==> config.mk <==
export PLATFORM = sky130hd
export DESIGN_NAME = send_control_mc
export DESIGN_NICKNAME = d
export VERILOG_FILES = /design/src/rtl/send_control_mc.sv
export SDC_FILE = /design/constraint.sdc
export NUM_CORES = 1
export LEC_CHECK = 0
export ABC_AREA = 1
export BUFFER_PORTS_ARGS = -buffer_cell sky130_fd_sc_hd__buf_2
export CAP_MARGIN = 20
export CORE_ASPECT_RATIO = 0.9
export CORE_UTILIZATION = 45
export DETAILED_ROUTE_END_ITERATION = 6
export GPL_ROUTABILITY_DRIVEN = 0
export PLACE_DENSITY = 0.65
export SYNTH_ARGS = -nofsm -noshare
export SYNTH_HDL_FRONTEND = slang
export SYNTH_SLANG_ARGS = --single-unit
==> constraint.sdc <==
create_clock -name clk125MHz -period 2.6 [get_ports clk125MHz]
set_clock_uncertainty 0.2 [all_clocks]
set_input_delay 0.39 -clock clk125MHz [delete_from_list [all_inputs] [get_ports clk125MHz]]
set_output_delay 0.39 -clock clk125MHz [all_outputs]
set_load 0.02 [all_outputs]
==> src/rtl/send_control_mc.sv <==
// send_control_mc: steps the TX frame builder through (segment, copy) pairs.
// Each frame is START -> wait for busy to rise (with timeout) -> wait for
// busy to fall -> programmable gap. Ordering is interleaved (copies inner)
// or block (segments inner).
module send_control_mc #(
  parameter int unsigned SEG_W       = 16,
  parameter int unsigned NUM_TX      = 3,
  parameter int unsigned AUX_W       = 8,
  parameter int unsigned SW_W        = 8,
  parameter int unsigned SEG_SHIFT   = 4,
  parameter int unsigned GAP_W       = 16,
  parameter int unsigned ACK_TIMEOUT = 64
) (
  input  logic             clk125MHz,
  input  logic             RST,
  input  logic             enable,
  input  logic             mode,
  input  logic [SW_W-1:0]  switches,
  input  logic [GAP_W-1:0] gap_cycles,
  input  logic             busy,
  output logic [SEG_W-1:0] segment_num,
  output logic [7:0]       txid_inter,
  output logic [AUX_W-1:0] aux,
  output logic             start_sending,
  output logic [7:0]       timeout_cnt
);

  localparam int unsigned ACK_W = (ACK_TIMEOUT > 1) ? $clog2(ACK_TIMEOUT) : 1;
  localparam logic [ACK_W-1:0] ACK_LAST  = ACK_W'(ACK_TIMEOUT - 1);
  localparam logic [7:0]       TXID_LAST = 8'(NUM_TX - 1);

  localparam logic [2:0] S_IDLE      = 3'd0;
  localparam logic [2:0] S_START     = 3'd1;
  localparam logic [2:0] S_WAIT_ACK  = 3'd2;
  localparam logic [2:0] S_WAIT_DONE = 3'd3;
  localparam logic [2:0] S_GAP       = 3'd4;

  logic [2:0]       state, state_d;
  logic [SEG_W-1:0] seg_max, seg_max_d;
  logic [ACK_W-1:0] ack_cnt, ack_cnt_d;
  logic [GAP_W-1:0] gap_cnt, gap_cnt_d;
  logic [SEG_W-1:0] segment_num_d;
  logic [7:0]       txid_inter_d;
  logic [AUX_W-1:0] aux_d;
  logic             start_sending_d;
  logic [7:0]       timeout_cnt_d;

  logic [SEG_W-1:0] seg_max_sw;
  logic [SEG_W-1:0] adv_seg;
  logic [7:0]       adv_txid;
  logic [AUX_W-1:0] adv_aux;
  logic             adv_wrap;
  logic             advance;

  // Segment limit selected by the switches; truncation to SEG_W is intended.
  assign seg_max_sw = SEG_W'(((32'(switches) + 32'd1) << SEG_SHIFT) - 32'd1);

  // Indices the controller moves to when the current frame completes.
  always_comb begin
    adv_seg  = segment_num;
    adv_txid = txid_inter;
    adv_aux  = aux;
    adv_wrap = 1'b0;
    if (!mode) begin
      if (txid_inter == TXID_LAST) begin
        adv_txid = 8'd0;
        if (segment_num == seg_max) begin
          adv_seg  = '0;
          adv_wrap = 1'b1;
        end else begin
          adv_seg = segment_num + SEG_W'(1);
        end
      end else begin
        adv_txid = txid_inter + 8'd1;
      end
    end else begin
      if (segment_num == seg_max) begin
        adv_seg = '0;
        if (txid_inter == TXID_LAST) begin
          adv_txid = 8'd0;
          adv_wrap = 1'b1;
        end else begin
          adv_txid = txid_inter + 8'd1;
        end
      end else begin
        adv_seg = segment_num + SEG_W'(1);
      end
    end
    if (adv_wrap) adv_aux = aux + AUX_W'(1);
  end

  // Next-state and next-output logic for the frame sequencer.
  always_comb begin
    state_d         = state;
    seg_max_d       = seg_max;
    ack_cnt_d       = ack_cnt;
    gap_cnt_d       = gap_cnt;
    segment_num_d   = segment_num;
    txid_inter_d    = txid_inter;
    aux_d           = aux;
    start_sending_d = 1'b0;
    timeout_cnt_d   = timeout_cnt;
    advance         = 1'b0;

    case (state)
      S_IDLE: begin
        seg_max_d = seg_max_sw;
        if (enable) begin
          state_d         = S_START;
          start_sending_d = 1'b1;
        end
      end
      S_START: begin
        ack_cnt_d = '0;
        state_d   = S_WAIT_ACK;
      end
      S_WAIT_ACK: begin
        if (busy) begin
          state_d = S_WAIT_DONE;
        end else if (ack_cnt == ACK_LAST) begin
          if (timeout_cnt != 8'hFF) timeout_cnt_d = timeout_cnt + 8'd1;
          advance = 1'b1;
        end else begin
          ack_cnt_d = ack_cnt + ACK_W'(1);
        end
      end
      S_WAIT_DONE: begin
        if (!busy) advance = 1'b1;
      end
      S_GAP: begin
        if (gap_cnt == gap_cycles) begin
          if (enable) begin
            state_d         = S_START;
            start_sending_d = 1'b1;
          end else begin
            state_d = S_IDLE;
          end
        end else begin
          gap_cnt_d = gap_cnt + GAP_W'(1);
        end
      end
      default: state_d = S_IDLE;
    endcase

    // Frame finished (normally or by timeout): step indices, start the gap.
    if (advance) begin
      segment_num_d = adv_seg;
      txid_inter_d  = adv_txid;
      aux_d         = adv_aux;
      if (adv_wrap) seg_max_d = seg_max_sw;
      gap_cnt_d     = '0;
      state_d       = S_GAP;
    end
  end

  // State and registered outputs.
  always_ff @(posedge clk125MHz or negedge RST) begin
    if (!RST) begin
      state         <= S_IDLE;
      seg_max       <= '0;
      ack_cnt       <= '0;
      gap_cnt       <= '0;
      segment_num   <= '0;
      txid_inter    <= 8'd0;
      aux           <= '0;
      start_sending <= 1'b0;
      timeout_cnt   <= 8'd0;
    end else begin
      state         <= state_d;
      seg_max       <= seg_max_d;
      ack_cnt       <= ack_cnt_d;
      gap_cnt       <= gap_cnt_d;
      segment_num   <= segment_num_d;
      txid_inter    <= txid_inter_d;
      aux           <= aux_d;
      start_sending <= start_sending_d;
      timeout_cnt   <= timeout_cnt_d;
    end
  end

endmodule

==> impl_table.tex <==
\begin{tabular}{lr}
\hline
Metric & Value \\
\hline
\multicolumn{2}{l}{\textbf{Finish}} \\
\quad Share of the core filled with cells & 0.540 \\
\quad Post-layout nets & 845 \\
\quad Seq. cell area & 2050 um\^{}2 \\
\quad Area occupied by multi-input gates & 2640 um\^{}2 \\
\quad Final design area excluding fillers & 5930 um\^{}2 \\
\quad Growth of design area from synthesis to finish & 15.3\% \\
\quad Antenna Diode Count & 0 \\
\quad Number of standard cells in the layout, taps in and fillers out & 965 \\
\quad Share of cells above drive strength 1 & 0.140 \\
\quad Fill count & 1,096 \\
\multicolumn{2}{l}{\textbf{CTS}} \\
\quad Skew-Pair Late Insertion Delay & 0.34 ns \\
\quad Number of H-tree branching levels & 3 \\
\quad CTS clk-pin slew, worst paths & 0.06 ns \\
\quad Number of clock sinks seen by CTS & 82 \\
\quad Post-CTS Repair Setup Buffers & 0 \\
\quad Clock tree from TritonCTS & built \\
\quad Num CTS Buffers & 9 \\
\quad Clock Tree Buf Depth & 2 \\
\quad Number of gates resized after cts & 0 \\
\quad Number of hold buffers added after cts & 1 \\
\quad Clock root buffer & clkbuf\_16 \\
\multicolumn{2}{l}{\textbf{Timing}} \\
\quad Final Cycle Share & 0.889 \\
\quad Setup violators final & 0 \\
\quad Fin. Hold Viols & 0 \\
\quad Max-slew violations & 0 \\
\quad Minimum clock period after layout & 2.31 ns \\
\quad Worst Slack Setup Final & 0.288 ns \\
\quad Slew at the pin with the worst max-slew slack & 0.504 ns \\
\quad Top achievable clock speed & 433 MHz \\
\quad Unrepaired setup endpoints after global routing & no \\
\quad Aggregate negative setup slack & 0 ns \\
\quad Tightest slew margin relative to the limit & 0.661 \\
\multicolumn{2}{l}{\textbf{Setup path}} \\
\quad Gate family responsible for the most delay along the worst path & simple AND/OR/NAND/NOR gates \\
\quad Kind of end point of the critical path & flop \\
\quad Crit path cell chain & ha\_1, nand3\_1, nor2\_1, nand2\_4, nand2\_4, inv\_2, nand2\_1, nand2\_2, inv\_2, o21ai\_0 \\
\quad Largest fanout on the critical path & 21 \\
\quad Classification of the worst setup path & reg2reg \\
\quad Largest stage delay, worst path & 0.38 ns \\
\quad Crit path buffers/inverters & 2 \\
\quad Cell with the biggest individual delay on the critical path & dfrtp\_1 \\
\quad Data arrival time of the critical path & 2.32 ns \\
\quad CP Data Required Time & 2.61 ns \\
\quad Critical Path Start Type & flop \\
\multicolumn{2}{l}{\textbf{Route}} \\
\quad DR iter-0 viols & 295 \\
\quad Via count of the routed design & 4,778 \\
\quad 1st-pass router iterations & 5 \\
\quad Routed WL & 11,800 um \\
\quad Vias per inst & 4.95 \\
\quad Detailed-route DRC error count & 0 \\
\quad Antenna-violating nets left & 0 \\
\quad Wire per inst & 12.2 um \\
\multicolumn{2}{l}{\textbf{Placement}} \\
\quad Half-perimeter wire length after detailed placement & 9050 um \\
\quad Cell area after placement & 5640 um\^{}2 \\
\quad Post-Place Cells & 948 \\
\quad Port-buffer cells & 69 \\
\quad Minimum setup slack after placement & 0.266 ns \\
\multicolumn{2}{l}{\textbf{Power}} \\
\quad Sw Pwr & 2.33 mW \\
\quad Cell-internal power & 3.02 mW \\
\quad PD cells & 903 nW/um\^{}2 \\
\quad Power share of the combinational group & 0.393 \\
\quad Clock network fraction of design power & 0.228 \\
\quad Switch share & 0.435 \\
\quad Flop pwr share & 0.378 \\
\quad Peak supply drop & 409 uV \\
\quad Leakage & 3.16 nW \\
\multicolumn{2}{l}{\textbf{GRT}} \\
\quad Remaining global-route overflow & 0 \\
\quad Pin count of the biggest net entering global routing & 30 \\
\quad Vias in the first global route & 4,458 \\
\quad Global-route wire length before repair & 20,000 um \\
\quad Gr usage total & 0.216 \\
\quad Antenna violations before repair & 0 \\
\multicolumn{2}{l}{\textbf{Synth}} \\
\quad Number of unique standard cell types used by synthesis & 33 \\
\quad Yosys top cell by area & dfrtp\_1 \\
\quad Post-Syn Nets & 769 \\
\quad Syn Area/Cell & 7.03 um\^{}2 \\
\quad Number of cells produced by synthesis & 732 \\
\quad Post-synthesis cell area & 5140 um\^{}2 \\
\quad Cell types with the largest area share after synthesis & dfrtp\_1, nand2\_1, inv\_1, nor2\_1, xor2\_1 \\
\quad Share of the synthesized area in the top cell type & 0.399 \\
\quad \#FFs+latches synth & 82 \\
\quad Register area share after synthesis & 0.399 \\
\quad Number of synthesis warnings & 0 \\
\multicolumn{2}{l}{\textbf{Floorplanning}} \\
\quad Number of placed I/O pins & 70 \\
\quad Site Rows & 36 \\
\quad Die outline area & 11,900 um\^{}2 \\
\quad Die span in x & 115 um \\
\quad Initial core utilization & 0.468 \\
\quad Die Ht & 103 um \\
\quad Floorplan Core Area & 11,000 um\^{}2 \\
\multicolumn{2}{l}{\textbf{Min path}} \\
\quad Hold Path Class & in2reg \\
\multicolumn{2}{l}{\textbf{Status}} \\
\quad Run status & finished, final reports clean \\
\multicolumn{2}{l}{\textbf{Run}} \\
\quad Number of max-cap violations & 0 \\
\hline
\end{tabular}
state kept, by name (all words and copies together), names as in the netlist:
register	cells
state	3
seg_max	16
segment_num	16
timeout_cnt	8
ack_cnt	6
txid_inter	8
start_sending	1
aux	8
gap_cnt	16
placed cells by master, fill, tap and decap left out, types with 4 or more instances in the layout:
cell	instances
nand4_1	20
nor2_2	5
a21oi_1	8
nand3_1	49
clkbuf_16	9
xnor2_1	11
nand2_1	243
nand2_2	4
clkbuf_1	4
buf_2	68
ha_1	8
buf_4	6
nor2_1	76
o21ai_1	14
inv_2	5
dfrtp_1	82
nor3_1	18
xor2_1	31
inv_1	94
o21ai_0	36
area by class of cell:
cell class / count / area share
Clock buffer: 13 / 0.0405
Clock inverter: 3 / 0.00675
Inverter: 100 / 0.0637
Multi-Input combinational cell: 540 / 0.445
Sequential cell: 82 / 0.346
Tap cell: 152 / 0.0321
Timing Repair Buffer: 75 / 0.0666
through the flow:
stage	hold slack (ns)	total power, mW
2_1_floorplan	-0.106	3.54
3_3_place_gp	0.146	4.08
3_5_place_dp	0.146	4.14
4_1_cts	0.122	5.40
5_1_grt	0.126	5.82
6_report	0.144	5.36
power by group through the flow:
stage,Sequential (mW),Combinational (mW),Clock (mW)
after floorplan,2.11,1.43,0
after global placement,2.03,2.05,0
after detailed placement,2.04,2.11,0
after CTS,2.02,2.12,1.27
after global routing,2.07,2.43,1.32
final,2.03,2.11,1.22
kinds of logic (layout without fill, tap and decap cells):
logic type | after synthesis | after routing | share of synthesized area
adder cells (fa/ha/maj) | 8 | 8 | 0.0195
flip-flops | 82 | 82 | 0.399
XOR/XNOR | 42 | 42 | 0.0715
AND/OR/NAND/NOR | 426 | 426 | 0.353
AO/OA/AOI/OAI | 63 | 63 | 0.0664
multiplexers | 1 | 1 | 0.00219
buffers and inverters | 110 | 191 | 0.0883
per-layer routing:
| metal | part of all wire | track usage |
|---|---|---|
| met2 | 0.48 | 0.370 |
| met1 | 0.47 | 0.274 |
| met5 | 0 | 0 |
| met3 | 0.042 | 0.0513 |
| met4 | 0.0093 | 0.0639 |
worst min-delay path: cells and delay by family:
| family | cells | cell delay [ns] |
|---|---|---|
| buf+inv | 1 | 0.12 |
| compound gates | 1 | 0.06 |
| simple gates | 1 | 0.06 |
final timing paths:
check / endpoint / slack, ns / cells past startpoint / from
min in group asynchronous: gap_cnt[0] / 0.33 / 2 / RST
min reg2reg: seg_max[2] / 0.28 / 2 / seg_max[2]
max: gap_cnt[11] / 0.29 / 10 / ack_cnt[1]
max in group asynchronous: segment_num[9] / 1.22 / 3 / RST
max reg2reg: gap_cnt[11] / 0.29 / 10 / ack_cnt[1]
min: start_sending / 0.14 / 3 / enable
synthesized netlist by cell type:
master      n
xnor2_1    11
mux2_2      1
dfrtp_1    82
nor2_2      5
xor2_1     31
ha_1        8
inv_2       5
nor4_1      1
nand3_2     2
nor2_4      2
or2_2       2
nor2_1     76
inv_1      94
o21ai_0    36
o21ai_1    14
clkbuf_1    1
nand2_2     4
buf_6       4
inv_4       1
nand4_1    20
a21oi_1     8
nand3_1    49
nand2_4     3
o31ai_1     1
a32o_1      1
o21ai_2     1
buf_2       4
a21oi_2     1
nand3b_1    1
buf_4       1
nor3_1     18
nand2_1   243
o21ai_4     1
(Power assumes the default switching activity.)
